==> src/rtl/cpu_defs_pkg.sv <==
// Shared CPU encodings: load-extension modes and writeback-source indices.
package cpu_defs_pkg;

   typedef enum logic [2:0] {
      LX_W  = 3'd0,
      LX_B  = 3'd1,
      LX_BU = 3'd2,
      LX_H  = 3'd3,
      LX_HU = 3'd4
   } lx_mode_e;

   localparam int SRC_ALU  = 0;
   localparam int SRC_MEM  = 1;
   localparam int SRC_PC8  = 2;
   localparam int SRC_HILO = 3;

endpackage

==> src/rtl/wb_load_ext.sv <==
// Load-data lane select and sign/zero extension for byte and half loads.
module wb_load_ext
   import cpu_defs_pkg::*;
#(
   parameter int DW = 32
) (
   input  logic [DW-1:0] word,
   input  logic [2:0]    mode,
   input  logic [1:0]    addr_lo,
   output logic [DW-1:0] result
);

   logic [7:0]  byte_s;
   logic [15:0] half_s;

   // Pick the addressed lane, then extend it according to the mode.
   always_comb begin
      byte_s = word[{addr_lo, 3'b000} +: 8];
      half_s = word[{addr_lo[1], 4'b0000} +: 16];
      case (mode)
         LX_B:    result = {{(DW-8){byte_s[7]}}, byte_s};
         LX_BU:   result = {{(DW-8){1'b0}}, byte_s};
         LX_H:    result = {{(DW-16){half_s[15]}}, half_s};
         LX_HU:   result = {{(DW-16){1'b0}}, half_s};
         default: result = word;
      endcase
   end

endmodule

==> src/rtl/wb_select_stage.sv <==
// MEM/WB pipeline register with N-source writeback selection, load extension,
// stall/flush handling, a sticky bad-select flag and a retire counter.
module wb_select_stage
   import cpu_defs_pkg::*;
#(
   parameter int DW   = 32,
   parameter int NSRC = 4,
   parameter int SELW = 3,
   parameter int AW   = 5
) (
   input  logic               clk,
   input  logic               reset,
   input  logic               m_valid,
   input  logic [NSRC*DW-1:0] m_src_data,
   input  logic [SELW-1:0]    m_src_sel,
   input  logic [2:0]         m_ld_ext,
   input  logic [1:0]         m_addr_lo,
   input  logic               m_we,
   input  logic [AW-1:0]      m_wa,
   input  logic               stall,
   input  logic               flush,
   output logic               wb_valid,
   output logic               wb_we,
   output logic [AW-1:0]      wb_wa,
   output logic [DW-1:0]      wb_wd,
   output logic               sel_err,
   output logic [31:0]        retire_cnt
);

   logic          sel_ok_s;
   logic          is_mem_s;
   logic          load_s;
   logic [DW-1:0] raw_s;
   logic [DW-1:0] ext_s;
   logic [DW-1:0] wd_next_s;
   logic          we_next_s;

   logic          wb_valid_r;
   logic          wb_we_r;
   logic [AW-1:0] wb_wa_r;
   logic [DW-1:0] wb_wd_r;
   logic          sel_err_r;
   logic [31:0]   retire_cnt_r;

   wb_load_ext #(.DW(DW)) u_ext (
      .word    (raw_s),
      .mode    (m_ld_ext),
      .addr_lo (m_addr_lo),
      .result  (ext_s)
   );

   // Source selection and next-state values for the WB register.
   always_comb begin
      sel_ok_s = ({{(32-SELW){1'b0}}, m_src_sel} < NSRC);
      is_mem_s = (m_src_sel == SELW'(SRC_MEM));
      load_s   = !flush && !stall;
      if (sel_ok_s) begin
         raw_s = m_src_data[m_src_sel*DW +: DW];
      end else begin
         raw_s = {DW{1'b0}};
      end
      if (!sel_ok_s) begin
         wd_next_s = {DW{1'b0}};
      end else if (is_mem_s) begin
         wd_next_s = ext_s;
      end else begin
         wd_next_s = raw_s;
      end
      we_next_s = m_valid && m_we && (m_wa != {AW{1'b0}}) && sel_ok_s;
   end

   // WB register, sticky select error and retire counter.
   always_ff @(posedge clk or negedge reset) begin
      if (!reset) begin
         wb_valid_r   <= 1'b0;
         wb_we_r      <= 1'b0;
         wb_wa_r      <= {AW{1'b0}};
         wb_wd_r      <= {DW{1'b0}};
         sel_err_r    <= 1'b0;
         retire_cnt_r <= 32'd0;
      end else begin
         if (flush) begin
            wb_valid_r <= 1'b0;
            wb_we_r    <= 1'b0;
            wb_wa_r    <= {AW{1'b0}};
            wb_wd_r    <= {DW{1'b0}};
         end else if (!stall) begin
            wb_valid_r <= m_valid;
            wb_we_r    <= we_next_s;
            wb_wa_r    <= m_wa;
            wb_wd_r    <= wd_next_s;
         end
         // A flushed-out valid instruction has still completed, so it counts.
         if (wb_valid_r && (!stall || flush)) begin
            retire_cnt_r <= retire_cnt_r + 32'd1;
         end
         if (load_s && m_valid && !sel_ok_s) begin
            sel_err_r <= 1'b1;
         end
      end
   end

   assign wb_valid   = wb_valid_r;
   assign wb_we      = wb_we_r;
   assign wb_wa      = wb_wa_r;
   assign wb_wd      = wb_wd_r;
   assign sel_err    = sel_err_r;
   assign retire_cnt = retire_cnt_r;

endmodule

==> config.mk <==
export PLATFORM = sky130hd
export DESIGN_NAME = wb_select_stage
export DESIGN_NICKNAME = d
export VERILOG_FILES = /design/src/rtl/cpu_defs_pkg.sv /design/src/rtl/wb_load_ext.sv /design/src/rtl/wb_select_stage.sv
export SDC_FILE = /design/constraint.sdc
export NUM_CORES = 1
export LEC_CHECK = 0
export CAP_MARGIN = 20
export CORE_UTILIZATION = 46
export DETAILED_ROUTE_END_ITERATION = 8
export PLACE_DENSITY = 0.88
export SYNTH_ARGS = -nofsm -noshare
export SYNTH_HDL_FRONTEND = slang
export SYNTH_SLANG_ARGS = --single-unit
==> constraint.sdc <==
create_clock -name clk -period 5.6 [get_ports clk]
set_clock_uncertainty 0.2 [all_clocks]
set_input_delay 0.84 -clock clk [delete_from_list [all_inputs] [get_ports clk]]
set_output_delay 0.84 -clock clk [all_outputs]
set_load 0.05 [all_outputs]
==> results.md <==
### STA
* **Tightest Pin Transition** 0.975 ns
* **time the worst path needs with I/O delays and setup** 3.43 ns
* **worst hold slack** 0.277 ns
* **Final setup violation count** 0
* **remaining max-slew budget at the tightest pin** 34.7%
* **final hold viol count** 0
* **Final TNS setup** 0 ns
* **Fmax achieved** 291 MHz
* **Period Utilization, post-route** 61.3%
* **number of max-slew violations in the final report** 0
* **unrepaired setup endpoints after global routing** false

### Synth
* **biggest area contributors in the synthesized netlist** sky130_fd_sc_hd__dfrtp_1 37%, sky130_fd_sc_hd__mux4_2 10%, sky130_fd_sc_hd__mux2i_1 10%
* **Unique masters post-synth** 58
* **cell area after synthesis** 0.00481 sq mm
* **ys flop type** sky130_fd_sc_hd__dfrtp_1
* **Synthesized Nets** 634
* **top cells by instance count after synthesis** 72 x sky130_fd_sc_hd__dfrtp_1, 63 x sky130_fd_sc_hd__nand2_1, 49 x sky130_fd_sc_hd__mux2i_1
* **largest area contributor in the netlist** sky130_fd_sc_hd__dfrtp_1
* **number of flops mapped to enable cells by yosys** 0
* **Cells after Synth** 486
* **top cell type's share of synthesized area** 37.5%
* **proportion of synthesized chip area in sequential cells** 37.5%
* **number of warnings issued by yosys** 0
* **async set or reset register ratio after synthesis** 100%
* **most repeated cell in the gate-level netlist after synthesis** sky130_fd_sc_hd__dfrtp_1
* **synthesized flop and latch total** 72
* **per-instance average area after synthesis** 9.89 sq um

### Placement
* **detailed placement HPWL** 11.4 mm
* **instance area after placement** 0.00705 sq mm
* **number of buffers added on ports** 218
* **weighted congestion at the end of routability-driven global placement** 0.834

### Clock tree
* **worst skew pair latency** 0.35 ns
* **CTS clock-pin slew for the worst setup and hold paths** 0.08 ns
* **clock root buffer** sky130_fd_sc_hd__clkbuf_8
* **CTS HTree Levels** 3
* **cts bufs inserted** 9
* **number of buffers added for setup after CTS** 0
* **quantity of hold-fixing buffers added after cts** 0
* **deepest clock path buffer count** 2
* **post-cts repair resize count** 0
* **clock tree from TritonCTS** yes
* **CTS sink count** 72

### Critical path
* **FF-to-FF End** retire_cnt[25]
* **setup slack, reg-to-reg** 3.02 ns
* **Critical Path End** wb_wd[31]
* **arrival time at the worst endpoint** 3.44 ns
* **Critical Path RT** 5.60 ns
* **crit path max fanout** 16
* **depth of the worst register-to-register path** 5
* **critical path launch point** m_addr_lo[1]
* **cell-by-cell listing of the critical path** clkdlybuf4s50_1 -> or2_2 -> o22ai_1 -> o31ai_2 -> o31ai_4 -> o21ai_0
* **largest delay contributor family on the critical path** compound AO/OA/AOI/OAI gates
* **max incr delay on CP** 0.72 ns
* **endpoint kind of the worst setup timing path** flop
* **RR Startpoint** retire_cnt[5]
* **Crit-path slowest cell** sky130_fd_sc_hd__clkdlybuf4s50_1
* **critical path class** in2reg
* **worst path buffer plus inverter count** 1
* **Levels on crit path** 6
* **Critical Path Start Type** input pin

### Finish
* **final net count** 836
* **Inserted Diodes** 0
* **footprint of the multi-input gates** 0.00284 sq mm
* **filler cell count in the final layout** 714
* **Post-Layout Inst Area** 0.00727 sq mm
* **ratio of cells with drive above 1 in the final layout** 9.81%
* **Synth-to-Final Area Change** 51.2%
* **sequential standard cell area** 0.00180 sq mm

### Route
* **vias per std cell** 5.63
* **detailed-route wire length per cell** 17.6 microns
* **Routed Wire Length** 14.5 mm
* **number of vias in the routed layout** 4652
* **# DRC** 0
* **drt first pass iters** 6
* **iteration-0 DRC count of the detailed router** 341
* **Post-DRT Antenna Nets** 0

### Global routing
* **wire length of the first global-routing pass** 23.8 mm
* **Tot GR Track Use** 27.9%
* **initial antenna violation count** 0
* **largest net degree at the start of global routing** 73
* **total global routing overflow** 0
* **number of global-route vias before repair** 4833

### Pwr
* **power per cell area** 212 mW/mm^2
* **net switching power of the design** 0.510 mW
* **Comb pwr share** 32.3%
* **Seq pwr share** 38.0%
* **power share of the clock group** 29.7%
* **switching part of the total** 33.0%
* **highest ir drop seen on vdd** 190 uV
* **Leak** 3.01 nW
* **cell-internal power** 1.03 mW

### Floorplan
* **Core ar.** 0.00995 sq mm
* **standard-cell row count** 36
* **Initial Util** 48.3%
* **Horiz. Die Dim** 104 microns
* **area enclosed by the die boundary** 0.0109 sq mm
* **floorplan die height** 104 microns
* **count of boundary I/O pins** 219

### Hold path
* **Tightest Hold Check Type** reg2reg

### Outcome
* **outcome** finished, final reports clean

### Flow run
* **maxcap violations** 0

layout by cell type (no fill, tap or decap), types with 13 or more instances in the layout:
cell	count
sky130_fd_sc_hd__clkdlybuf4s50_1	215
sky130_fd_sc_hd__dfrtp_1	72
sky130_fd_sc_hd__nand2_1	63
sky130_fd_sc_hd__mux2i_1	49
sky130_fd_sc_hd__o21ai_0	39
sky130_fd_sc_hd__nor2_1	29
sky130_fd_sc_hd__mux4_2	22
sky130_fd_sc_hd__xnor2_1	21
sky130_fd_sc_hd__nor3_1	19
sky130_fd_sc_hd__nand3_1	16
sky130_fd_sc_hd__a21oi_1	14
sky130_fd_sc_hd__nand2b_1	13
flip-flops by register name, indices dropped and copies added (netlist names):
name        count
retire_cnt     32
wb_wd          32
wb_wa           5
sel_err         1
wb_valid        1
wb_we           1
metrics by stage:
step | instances | total power, mW | util, % | worst slack, ns
5_1_grt | 826 | 1.60 | 73.0 | 2.00
4_1_cts | 826 | 1.54 | 73.0 | 2.14
2_1_floorplan | 486 | 0.865 | - | 2.89
6_report | 826 | 1.54 | 73.0 | 2.17
3_3_place_gp | 809 | 1.08 | 70.5 | 2.01
3_5_place_dp | 810 | 1.09 | 70.8 | 1.74
worst reg2reg max path, delay by kind of cell, from the launching register on:
kind,cells,cell delay (ns)
XOR/XNOR,1,0.15
AND/OR/NAND/NOR,4,1.63
flip-flops,1,0.50
final cells by class:
| class | instances | share of cell area (%) |
|---|---|---|
| clock buffer | 9 | 1.70 |
| clock inverter | 7 | 1.33 |
| inverter | 6 | 0.310 |
| multi-input combinational | 377 | 39.0 |
| sequential | 72 | 24.8 |
| tap | 133 | 2.29 |
| timing repair buffer | 222 | 30.5 |
power by group through the flow:
stage	clock, mW	sequential [mW]	combinational, mW
floorplan	0	0.695	0.169
global placement	0	0.591	0.485
detailed placement	0	0.595	0.498
CTS	0.460	0.584	0.500
global route	0.486	0.590	0.528
finish	0.459	0.586	0.498
worst min-delay path by stage:
stage / from / endpoint / slack, ns / depth (start not counted)
finish: sel_err / sel_err / 0.28 / 1
global route: sel_err / sel_err / 0.30 / 1
CTS: wb_we / wb_we / 0.28 / 2
detailed placement: wb_we / wb_we / 0.26 / 2
global placement: wb_we / wb_we / 0.26 / 2
floorplan: reset / retire_cnt[0] / 0.34 / 0
per-layer routing:
metal	vias to the layer above	track usage (%)	part of all wire, %
li1	2174	-	-
met3	34	5.08	6.6
met4	0	12.1	3.3
met1	2220	32.3	38
met5	-	0	0
met2	224	50.1	52
logic make-up (layout without fill, tap and decap cells):
| logic type | after synthesis | count (layout) | synth area share [%] |
|---|---|---|---|
| and+or+nand+nor | 188 | 188 | 20.4 |
| AOI/OAI and AO/OA | 79 | 79 | 10.3 |
| muxes | 77 | 77 | 21.9 |
| DFF | 72 | 72 | 37.5 |
| buffers and inverters | 37 | 244 | 3.85 |
| xor gates and xnor gates | 32 | 32 | 5.83 |
| adders and majority gates | 1 | 1 | 0.260 |
No activity file was read; power rests on OpenSTA's default activity.
